[config.mk]
export PLATFORM = sky130hd
export DESIGN_NAME = mod_butterfly_pipe
export DESIGN_NICKNAME = d
export VERILOG_FILES = /design/src/rtl/mod_butterfly_pipe.sv
export SDC_FILE = /design/constraint.sdc
export NUM_CORES = 1
export LEC_CHECK = 0
export CORE_MARGIN = 4
export CORE_UTILIZATION = 25
export CTS_BUF_LIST = sky130_fd_sc_hd__clkbuf_4
export CTS_CLUSTER_DIAMETER = 150
export DETAILED_ROUTE_END_ITERATION = 12
export SYNTH_ARGS = -nofsm -noshare
export SYNTH_HDL_FRONTEND = slang
export SYNTH_SLANG_ARGS = --single-unit
[constraint.sdc]
create_clock -name clk -period 3 [get_ports clk]
set_input_delay 0.45 -clock clk [delete_from_list [all_inputs] [get_ports clk]]
set_output_delay 0.45 -clock clk [all_outputs]
set_load 0.01 [all_outputs]
[src/rtl/mod_butterfly_pipe.sv]
// Multi-lane modular add/sub butterfly, stallable two-stage pipeline with bypass mode.
// Optional macro MOD_HALVE_EN adds in_halve and a third stage that multiplies results by 2^-1 mod Q.
module mod_butterfly_pipe #(
  parameter int WIDTH = 12,
  parameter int Q     = 3329,
  parameter int LANES = 4
) (
  input  logic                   clk,
  input  logic                   rst_n,
  input  logic                   in_valid,
  output logic                   in_ready,
  input  logic                   in_mode,
  input  logic [LANES*WIDTH-1:0] in_a,
  input  logic [LANES*WIDTH-1:0] in_b,
`ifdef MOD_HALVE_EN
  input  logic                   in_halve,
`endif
  output logic                   out_valid,
  input  logic                   out_ready,
  output logic [LANES*WIDTH-1:0] out_sum,
  output logic [LANES*WIDTH-1:0] out_diff
);

  localparam int              W1 = WIDTH + 1;
  localparam logic [W1-1:0]   QW = W1'(Q);

  // Handshake: a beat moves on a rising edge when valid & ready. Each stage advances when it is
  // empty or the stage after it advances; ready depends only on registered state and out_ready.
  logic adv1, adv2;

  logic                   s1_valid_q, s1_mode_q;
  logic [LANES*W1-1:0]    s1_sum_q, s1_sum_d, s1_diff_q, s1_diff_d;
  logic                   s2_valid_q;
  logic [LANES*WIDTH-1:0] s2_sum_q, s2_sum_d, s2_diff_q, s2_diff_d;

  always_comb begin
    s1_sum_d  = '0;
    s1_diff_d = '0;
    for (int i = 0; i < LANES; i++) begin
      if (in_mode) begin
        s1_sum_d[i*W1 +: W1]  = {1'b0, in_a[i*WIDTH +: WIDTH]};
        s1_diff_d[i*W1 +: W1] = {1'b0, in_b[i*WIDTH +: WIDTH]};
      end else begin
        s1_sum_d[i*W1 +: W1]  = {1'b0, in_a[i*WIDTH +: WIDTH]} + {1'b0, in_b[i*WIDTH +: WIDTH]};
        s1_diff_d[i*W1 +: W1] = {1'b0, in_a[i*WIDTH +: WIDTH]} - {1'b0, in_b[i*WIDTH +: WIDTH]};
      end
    end
  end

  // Raw sum lies in [0,2Q) and raw diff in (-Q,Q); one conditional correction lands both in [0,Q).
  always_comb begin
    s2_sum_d  = '0;
    s2_diff_d = '0;
    for (int i = 0; i < LANES; i++) begin
      if (s1_mode_q) begin
        s2_sum_d[i*WIDTH +: WIDTH]  = s1_sum_q[i*W1 +: WIDTH];
        s2_diff_d[i*WIDTH +: WIDTH] = s1_diff_q[i*W1 +: WIDTH];
      end else begin
        s2_sum_d[i*WIDTH +: WIDTH]  = (s1_sum_q[i*W1 +: W1] >= QW) ?
                                      WIDTH'(s1_sum_q[i*W1 +: W1] - QW) : s1_sum_q[i*W1 +: WIDTH];
        s2_diff_d[i*WIDTH +: WIDTH] = s1_diff_q[i*W1 + WIDTH] ?
                                      WIDTH'(s1_diff_q[i*W1 +: W1] + QW) : s1_diff_q[i*W1 +: WIDTH];
      end
    end
  end

`ifdef MOD_HALVE_EN
  logic                   adv3;
  logic                   s1_halve_q, s2_halve_q;
  logic                   s3_valid_q;
  logic [LANES*WIDTH-1:0] s3_sum_q, s3_sum_d, s3_diff_q, s3_diff_d;

  function automatic logic [WIDTH-1:0] halve_mod(input logic [WIDTH-1:0] x);
    logic [W1-1:0] t;
    t = {1'b0, x} + (x[0] ? QW : '0);
    return WIDTH'(t >> 1);
  endfunction

  always_comb begin
    s3_sum_d  = s2_sum_q;
    s3_diff_d = s2_diff_q;
    if (s2_halve_q) begin
      for (int i = 0; i < LANES; i++) begin
        s3_sum_d[i*WIDTH +: WIDTH]  = halve_mod(s2_sum_q[i*WIDTH +: WIDTH]);
        s3_diff_d[i*WIDTH +: WIDTH] = halve_mod(s2_diff_q[i*WIDTH +: WIDTH]);
      end
    end
  end

  assign adv3      = !s3_valid_q | out_ready;
  assign adv2      = !s2_valid_q | adv3;
  assign out_valid = s3_valid_q;
  assign out_sum   = s3_sum_q;
  assign out_diff  = s3_diff_q;
`else
  assign adv2      = !s2_valid_q | out_ready;
  assign out_valid = s2_valid_q;
  assign out_sum   = s2_sum_q;
  assign out_diff  = s2_diff_q;
`endif

  assign adv1     = !s1_valid_q | adv2;
  assign in_ready = adv1;

  always_ff @(posedge clk) begin
    if (!rst_n) begin
      s1_valid_q <= 1'b0;
      s1_mode_q  <= 1'b0;
      s1_sum_q   <= '0;
      s1_diff_q  <= '0;
      s2_valid_q <= 1'b0;
      s2_sum_q   <= '0;
      s2_diff_q  <= '0;
`ifdef MOD_HALVE_EN
      s1_halve_q <= 1'b0;
      s2_halve_q <= 1'b0;
      s3_valid_q <= 1'b0;
      s3_sum_q   <= '0;
      s3_diff_q  <= '0;
`endif
    end else begin
      if (adv1) begin
        s1_valid_q <= in_valid;
        if (in_valid) begin
          s1_mode_q <= in_mode;
          s1_sum_q  <= s1_sum_d;
          s1_diff_q <= s1_diff_d;
`ifdef MOD_HALVE_EN
          s1_halve_q <= in_halve & ~in_mode;
`endif
        end
      end
      if (adv2) begin
        s2_valid_q <= s1_valid_q;
        if (s1_valid_q) begin
          s2_sum_q  <= s2_sum_d;
          s2_diff_q <= s2_diff_d;
`ifdef MOD_HALVE_EN
          s2_halve_q <= s1_halve_q;
`endif
        end
      end
`ifdef MOD_HALVE_EN
      if (adv3) begin
        s3_valid_q <= s2_valid_q;
        if (s2_valid_q) begin
          s3_sum_q  <= s3_sum_d;
          s3_diff_q <= s3_diff_d;
        end
      end
`endif
    end
  end

endmodule

==> results.yml, run 1 <==
synth:
  synth_largest_area_cell: "dfxtp_1"
  synth_area_leaders: "dfxtp_1 (29%), ha_1 (9.6%), a21oi_1 (5.6%), nor2_1 (4.3%), a211oi_1 (4.1%)"
  synth_top_area_share_pct: 29.0
  syn_area_um2: 14000
  synthCells: 1813
  yosysWarnings: 0
  synth_edf_count: 0
  yosysSeqAreaShare_pct: 29.0
  ys_async_sr_fraction_pct: 0
  syn-num-nets: 2030
  ys.flop_type: "dfxtp_1"
  avgSynthCellArea_um2: 7.74
  synth-seq-cells: 203
  yosysUniqueCellTypes: 72
floorplan:
  row_count: 86
  die_w_um: 245
  pin_count: 199
  fp.coreArea_um2: 55300
  start_util_pct: 25.4
  die-area_um2: 60000
  die_y_um: 245
power_and_ir_drop:
  p_per_area_nw_per_um2: 447
  power.leakage_nw: 6.84
  ir_drop_mv: 0.198
global_routing:
  grt_pass1_wl_mm: 78.3
  grt_usage_pct: 16.5
  grt_max_degree: 90
  busiest_layer: "met1"
  grt_util_met3_pct: 3.22
  grt_pass1_vias: 13072
  gr-usage-met2_pct: 22.7
  grt_overflow: 0
  use_met1_pct: 25.8
  antenna_found_initial: 11
critical_path:
  r2r_start: "s1_sum_q[15]"
  reg2reg_depth: 6
  rrSetupSlack_ns: 0.70
  critical_path_arrival_ns: 1.92
  worstPathCellList: "nand3b_1, clkdlybuf4s50_1"
  critPathCaptureType: "primary output"
  start_kind: "flip-flop"
  path_max_fanout: 5
  crit_type: "flip-flop to primary output"
  slowest_delay_ns: 0.61
  required_ns: 2.55
  r2r_end: "out_sum[18]"
  cpMaxStageDelayCell: "clkdlybuf4s50_1"
place:
  dp_hpwl_mm: 40.9
  gp_congestion: 0.889
  dp_slack_ns: 0.0524
  io_buffers: 198
worst_hold_path:
  holdPathEnd: "s1_diff_q[49]"
  hp-start: "in_mode"
  worstHoldPathCells: 4
  min_path_type: "input port to flip-flop"
sta:
  relSlewSlack_pct: 55.2
  worst_pin_slew_ns: 0.672
  setup_slack_ns: 0.630
  grt_setup_unrepaired: "no"
  whs_ns: 0.301
  period_needed_ns: 2.37
  hold_viol_final: 0
  drv_slew: 0
  skew_ns: 0.0456
  setup_viol: 0
  period_share_pct: 79.0
  max_freq_mhz: 422
  setup-tns-final_ns: 0
clock_tree:
  post_cts_buffers: 0
  clockBufferDepth: 3
  htree_levels: 2
  clk_latency_ns: 0.72
  clk_pin_slew_worst_paths_ns: 0.09
  numCtsBuffers: 54
  cts_resized: 0
  cts_hold_buf: 0
  cts_tree: "done"
  clock_sinks: 203
  clockRootBuffer: "clkbuf_4"
job:
  max_cap_violations: 0
finish:
  final_core_util_pct: 32.0
  layout-drive-gt1-share_pct: 7.74
  syn2layout_area_growth_pct: 26.3
  fillerInstances: 5923
  num-nets-final: 2227
  layout_commonest_cell: "dfxtp_1"
  mostFrequentLayoutCells: "dfxtp_1 (203), clkdlybuf4s50_1 (196), nor2_1 (162)"
drt:
  vias: 14026
  drtAntennaViolNets: 0
  dr.pass1.iters: 5
  drtIter0Drc: 946
  wl_per_cell_um: 18.5
  via_per_inst: 5.02
  drc: 0
  wl_mm: 51.6
status:
  status: "finished, final reports clean"
-- power by group --
group | internal [mW] | leakage [nW] | switching (mW)
clock | 1.27 | 0.386 | 1.19
combinational | 1.02 | 4.78 | 1.27
sequential | 2.91 | 1.67 | 0.254
-- synth_stat cells (6+ instances only) --
library cell  instances
ha_1                108
nor3_1               60
a31oi_1              17
fa_1                  8
mux2i_1              15
o211a_1               8
and3_1               28
o21bai_1              6
o31a_1                6
xnor2_1              64
o31ai_1              19
o41ai_1               7
o22ai_1              17
inv_1                93
dfxtp_1             203
nor2_1              162
a311oi_1             21
nand3_1              35
a21boi_1              8
o211ai_1             18
inv_2                 8
o21a_1               27
a21oi_1             156
xor2_1               55
and2_1                6
or3_1                14
nor2b_1              34
clkbuf_1            110
o21ai_0              98
nor3b_1               6
buf_1                 8
nand2b_1             34
nor4_1               14
nand4_1              18
nand2_1             121
a211o_1               9
a211oi_1             76
o21ai_1              48
-- logic make-up after synthesis --
kind of cell    after synthesis  share of synthesized area (%)
compound gates              587                           26.7
simple gates                550                           19.0
buf+inv                     222                           6.00
flops                       203                           29.0
xor+xnor                    119                           7.43
fa+ha+maj                   116                           10.8
mux                          16                           1.15
-- worst max-delay path: cells and delay by family, from the launching register on --
kind | cells | cell delay [ns]
flops | 1 | 0.33
buf+inv | 1 | 0.61
simple gates | 1 | 0.26
-- sequential cells by signal, indices dropped and copies added (netlist names) --
register and cells:
out_diff 48, out_sum 48, out_valid 1, s1_diff_q 52, s1_mode_q 1, s1_sum_q 52, s1_valid_q 1
-- per-layer routing --
metal	wire (um)	vias to the layer above	part of all wire (%)
met3	3230	80	6.3
met2	20100	445	39
met5	83	-	0.16
met4	1040	12	2.0
li1	-	6935	-
met1	27200	6554	53
-- per-stage QoR --
| stage | area, um^2 | total power [mW] | instances |
|---|---|---|---|
| floorplan | 14000 | 4.53 | 1813 |
| global placement | 17000 | 5.47 | 2702 |
| detailed placement | 17000 | 5.50 | 2702 |
| CTS | 17700 | 8.00 | 2790 |
| global route | 17700 | 8.40 | 2795 |
| finish | 17700 | 7.92 | 2796 |
-- area by class of cell --
cell class	instances	area [um^2]	share of cell area, %
Multi-Input combinational cell	1388	9130	51.5
Sequential cell	203	4060	22.9
Antenna cell	6	15.0	0.0848
Tap cell	748	936	5.28
Timing Repair Buffer	260	2530	14.3
Clock buffer	72	541	3.05
Clock inverter	16	115	0.650
Inverter	103	388	2.19
-- worst max path at each step --
stage | start | to | cells past startpoint
after floorplan | in_b[38] | s1_diff_q[49] | 8
final | out_valid | in_ready | 2
after global placement | in_a[24] | s1_diff_q[36] | 10
after CTS | out_valid | in_ready | 2
after detailed placement | in_a[24] | s1_diff_q[36] | 10
after global routing | s1_sum_q[15] | out_sum[18] | 6
Note: power is estimated with default switching activity, not from simulation.
==> inputs of run 2 (changes only) <==
==> constraint.sdc (replaced) <==
create_clock -name clk -period 2.45 [get_ports clk]
set_input_delay 0.3675 -clock clk [delete_from_list [all_inputs] [get_ports clk]]
set_output_delay 0.3675 -clock clk [all_outputs]
set_load 0.01 [all_outputs]
==> run 2 against run 1 <==
- critical path depth rose by 4
- core utilization increased by 2.5 points
- worst setup slack worse by 0.47 ns
- sequential cell count did not move
- critical path type is now flip-flop to flip-flop
- largest power group unchanged
==> results.yml, run 2 (synthesis results as in run 1) <==
status:
  status: "finished, final reports clean"
sta:
  relSlewSlack_pct: 41.9
  setup_slack_ns: 0.161
  drv_slew: 0
  max_freq_mhz: 437
  period_share_pct: 93.4
  hold_viol_final: 0
  worst_pin_slew_ns: 0.849
  period_needed_ns: 2.29
  setup_viol: 0
  grt_setup_unrepaired: "no"
  skew_ns: 0.0552
floorplan:
  die_y_um: 245
  row_count: 86
  pin_count: 199
  fp.coreArea_um2: 55300
  start_util_pct: 25.4
  die-area_um2: 60000
  die_w_um: 245
drt:
  drtIter0Drc: 957
  dr.pass1.iters: 5
  drc: 0
  wl_per_cell_um: 17.7
  wl_mm: 52.8
  vias: 14494
  drtAntennaViolNets: 0
  via_per_inst: 4.86
global_routing:
  grt_pass1_vias: 13846
  antenna_found_initial: 16
  grt_usage_pct: 17.0
  grt_overflow: 0
  grt_max_degree: 61
  grt_pass1_wl_mm: 80.9
finish:
  layout-drive-gt1-share_pct: 15.4
  num-nets-final: 2411
  syn2layout_area_growth_pct: 36.1
  fillerInstances: 5851
  multiInputGateArea_um2: 9130
  finalNonFillerCells: 2982
  seq_area_um2: 4060
  layout_commonest_cell: "buf_4"
  top_regs: "s1_diff_q x52, s1_sum_q x52"
  mostFrequentLayoutCells: "buf_4 (236), dfxtp_1 (203), clkdlybuf4s50_1 (196)"
clock_tree:
  post_cts_buffers: 0
  clockBufferDepth: 3
  cts_hold_buf: 1
  clk_latency_ns: 0.74
  cts_resized: 0
  cts_tree: "done"
  clk_pin_slew_worst_paths_ns: 0.06
  numCtsBuffers: 55
  htree_levels: 2
  clock_sinks: 203
  clockRootBuffer: "clkbuf_4"
critical_path:
  r2r_end: "out_sum[2]"
  reg2reg_depth: 6
  crit_path_end: "out_sum[2]"
  crit_type: "flip-flop to flip-flop"
  start_kind: "flip-flop"
  rrSetupSlack_ns: 0.16
  crit_start: "s1_sum_q[2]"
  r2r_start: "s1_sum_q[2]"
  path_max_fanout: 8
  critical_path_arrival_ns: 2.87
  critPathCaptureType: "flip-flop"
  required_ns: 3.03
worst_hold_path:
  min_path_type: "input port to flip-flop"
  hp-start: "rst_n"
power_and_ir_drop:
  p_per_area_nw_per_um2: 515
  power.leakage_nw: 7.73
  ir_drop_mv: 0.248
place:
  dp_hpwl_mm: 42.4
  gp_congestion: 0.914
  io_buffers: 198
  placed_cells: 2884
  dp_slack_ns: -0.424
job:
  max_cap_violations: 0
## run 2: metal layers
layer	routed length (um)	track usage (%)
met5	111	0
met2	21200	24.2
met4	848	4.11
met1	27200	25.4
met3	3470	4.12
## run 2: worst max-delay path: stages, from the launching register on
cell     delay (ns)
dfxtp_1        0.30
or4_1          0.66
nor3_2         0.29
a31oi_1        0.31
nand2_1        0.21
xor2_1         0.26
a21oi_1        0.11
## run 2: how the worst min path moves through the flow
stage	slack, ns	end	cells after the start
finish	0.08	s1_sum_q[27]	3
global route	0.04	s1_sum_q[26]	3
CTS	0.03	s1_sum_q[26]	3
detailed placement	0.46	out_sum[13]	2
global placement	0.45	out_sum[22]	2
floorplan	0.45	out_valid	2
## run 2: through the flow
step	utilization, %	cell area (um^2)	setup TNS (ns)	hold slack, ns	power (mW)
global route	34.5	19100	0	0.0372	10.5
global placement	33.3	18400	-9.03	0.451	7.02
CTS	34.5	19100	0	0.0314	9.93
floorplan	-	14000	0	0.448	5.54
finish	34.5	19100	0	0.0814	9.83
detailed placement	33.3	18400	-11.01	0.460	7.07
## run 2: layout make-up
class | instances | share of cell area (%)
diodes | 8 | 0.105
repair buffers | 443 | 20.6
flip-flops and latches | 203 | 21.3
clock inverters | 14 | 0.315
multi-input cells | 1388 | 47.8
well taps | 748 | 4.90
inverters | 103 | 2.03
clock buffers | 75 | 2.95
## run 2: power breakdown
group	internal [mW]	switching (mW)
logic	1.52	1.65
registers	3.57	0.281
clock network	1.40	1.42
==> inputs of run 3 (changes only) <==
--- a/config.mk
+++ b/config.mk
@@ -10,6 +10,7 @@
 export CTS_BUF_LIST = sky130_fd_sc_hd__clkbuf_4
 export CTS_CLUSTER_DIAMETER = 150
 export DETAILED_ROUTE_END_ITERATION = 12
+export HOLD_SLACK_MARGIN = 0.15
 export SYNTH_ARGS = -nofsm -noshare
 export SYNTH_HDL_FRONTEND = slang
 export SYNTH_SLANG_ARGS = --single-unit
==> run 3 against run 2 <==
- count of clock-buffer cells in the layout stayed put
- clock skew is 0.011 ns lower
- final cell count hardly changed
- non-clock buffer count is 1 higher
- maximum frequency is 0.24% lower
- die area stayed put
- combinational power hardly changed
- cell area hardly changed
- power hardly changed
- sequential share of layout area hardly changed
- highest routed layer unchanged
==> results.yml, run 3 (synthesis results as in run 1) <==
floorplan:
  die_y_um: 245
  die-area_um2: 60000
  pin_count: 199
  start_util_pct: 25.4
  row_count: 86
  die_w_um: 245
  fp.coreArea_um2: 55300
finish:
  layout_commonest_cell: "buf_4"
  seq_area_um2: 4060
  layout-drive-gt1-share_pct: 15.4
  mostFrequentLayoutCells: "buf_4 (236), dfxtp_1 (203), clkdlybuf4s50_1 (196)"
  top_regs: "s1_diff_q x52, s1_sum_q x52"
  multiInputGateArea_um2: 9130
  num-nets-final: 2412
  fillerInstances: 5850
  finalInstanceArea_um2: 19100
  final_core_util_pct: 34.5
  syn2layout_area_growth_pct: 36.2
  finalNonFillerCells: 2983
place:
  io_buffers: 198
  dp_hpwl_mm: 42.4
  placedInstanceArea_um2: 18400
  placed_cells: 2884
  gp_congestion: 0.914
drt:
  via_per_inst: 4.85
  met3WireLength_mm: 3.78
  dr.pass1.iters: 5
  top_layer: "met5"
  route.met2.wl_mm: 21.2
  drc: 0
  drtIter0Drc: 1048
  wl_per_cell_um: 17.7
  wl_met1_mm: 26.8
  vias: 14458
  wl_mm: 52.7
  drtAntennaViolNets: 0
clock_tree:
  htree_levels: 2
  clk_pin_slew_worst_paths_ns: 0.06
  cts_resized: 0
  numCtsBuffers: 55
  clock_sinks: 203
  clockBufferDepth: 3
  cts_tree: "done"
  clk_latency_ns: 0.73
  post_cts_buffers: 0
  clockRootBuffer: "clkbuf_4"
global_routing:
  grt_usage_pct: 17.0
  antenna_found_initial: 16
  grt_pass1_vias: 13849
  grt_pass1_wl_mm: 80.9
  grt_overflow: 0
  grt_max_degree: 61
sta:
  period_share_pct: 93.7
  period_needed_ns: 2.29
  setup_viol: 0
  skew_ns: 0.0441
  grt_setup_unrepaired: "no"
  drv_slew: 0
  worst_pin_slew_ns: 0.849
  max_freq_mhz: 436
  setup-tns-final_ns: 0
  relSlewSlack_pct: 42.0
  hold_viol_final: 0
power_and_ir_drop:
  seqPwrFrac_pct: 39.1
  pwr-share-clk_pct: 28.6
  combPwrFrac_pct: 32.3
  p_per_area_nw_per_um2: 515
  p_switching_mw: 3.35
  p_int_mw: 6.48
  swShare_pct: 34.0
  ir_drop_mv: 0.243
  power.leakage_nw: 7.74
critical_path:
  critPathCaptureType: "flip-flop"
  crit_start: "s1_sum_q[2]"
  slowest_delay_ns: 0.67
  start_kind: "flip-flop"
  r2r_start: "s1_sum_q[2]"
  path_buf_inv: 0
  required_ns: 3.02
  crit_type: "flip-flop to flip-flop"
  crit_family: "simple AND/OR/NAND/NOR gates"
  worstPathCellList: "or4_1, nor3_2, a31oi_1, nand2_1, xor2_1, a21oi_1"
  rrSetupSlack_ns: 0.16
  reg2reg_depth: 6
  cpMaxStageDelayCell: "or4_1"
  crit_cells: 6
  r2r_end: "out_sum[2]"
  path_max_fanout: 8
  critical_path_arrival_ns: 2.87
worst_hold_path:
  min_path_type: "input port to flip-flop"
  hp-start: "in_a[21]"
  holdPathEnd: "s1_sum_q[22]"
  worstHoldPathCells: 3
status:
  status: "finished, final reports clean"
job:
  max_cap_violations: 0
[run 3: area by class of cell]
class	count	share of cell area, %
timing repair buffer	444	20.6
antenna	8	0.105
tap	748	4.90
clock buffer	75	2.95
inverter	103	2.03
clock inverter	14	0.315
sequential	203	21.3
multi-input combinational	1388	47.8
[run 3: per-stage QoR]
stage          hold slack (ns)  setup WS, ns  power, mW
2_1_floorplan            0.448         0.222       5.54
3_3_place_gp             0.451        -0.373       7.02
3_5_place_dp             0.460        -0.424       7.07
4_1_cts                  0.274         0.111       9.93
5_1_grt                  0.295       0.00456       10.5
6_report                 0.338         0.155       9.83
[run 3: routing by layer]
layer | track usage [%] | up-vias
met5 | 0 | -
met4 | 4.11 | 16
met3 | 4.12 | 63
met2 | 24.2 | 435
met1 | 25.4 | 6635
li1 | - | 7309
[run 3: worst reg2reg max path, delay by kind of cell, from the launching register on]
| family | cells | cell delay [ns] |
|---|---|---|
| AO/OA/AOI/OAI | 2 | 0.41 |
| XOR/XNOR | 1 | 0.27 |
| flip-flops | 1 | 0.30 |
| AND/OR/NAND/NOR | 3 | 1.17 |
[run 3: worst max path at each step]
stage | endpoint | slack (ns)
CTS | in_ready | 0.11
floorplan | s1_diff_q[49] | 0.22
global route | out_sum[2] | 0.005
global placement | s1_diff_q[47] | -0.37
detailed placement | s1_diff_q[49] | -0.42
finish | out_sum[2] | 0.16
[run 3: power by group through the flow]
stage	Combinational, mW	Clock [mW]	Sequential, mW
2_1_floorplan	1.67	0	3.88
3_3_place_gp	3.11	0	3.90
3_5_place_dp	3.15	0	3.91
4_1_cts	3.17	2.92	3.84
5_1_grt	3.49	3.10	3.88
6_report	3.17	2.81	3.85
[run 3: timing repair]
action                                  4_1_cts  5_1_grt
endpoints found under the setup margin        0        0
hold endpoints to repair                     12        0
hold buffers                                  2        0
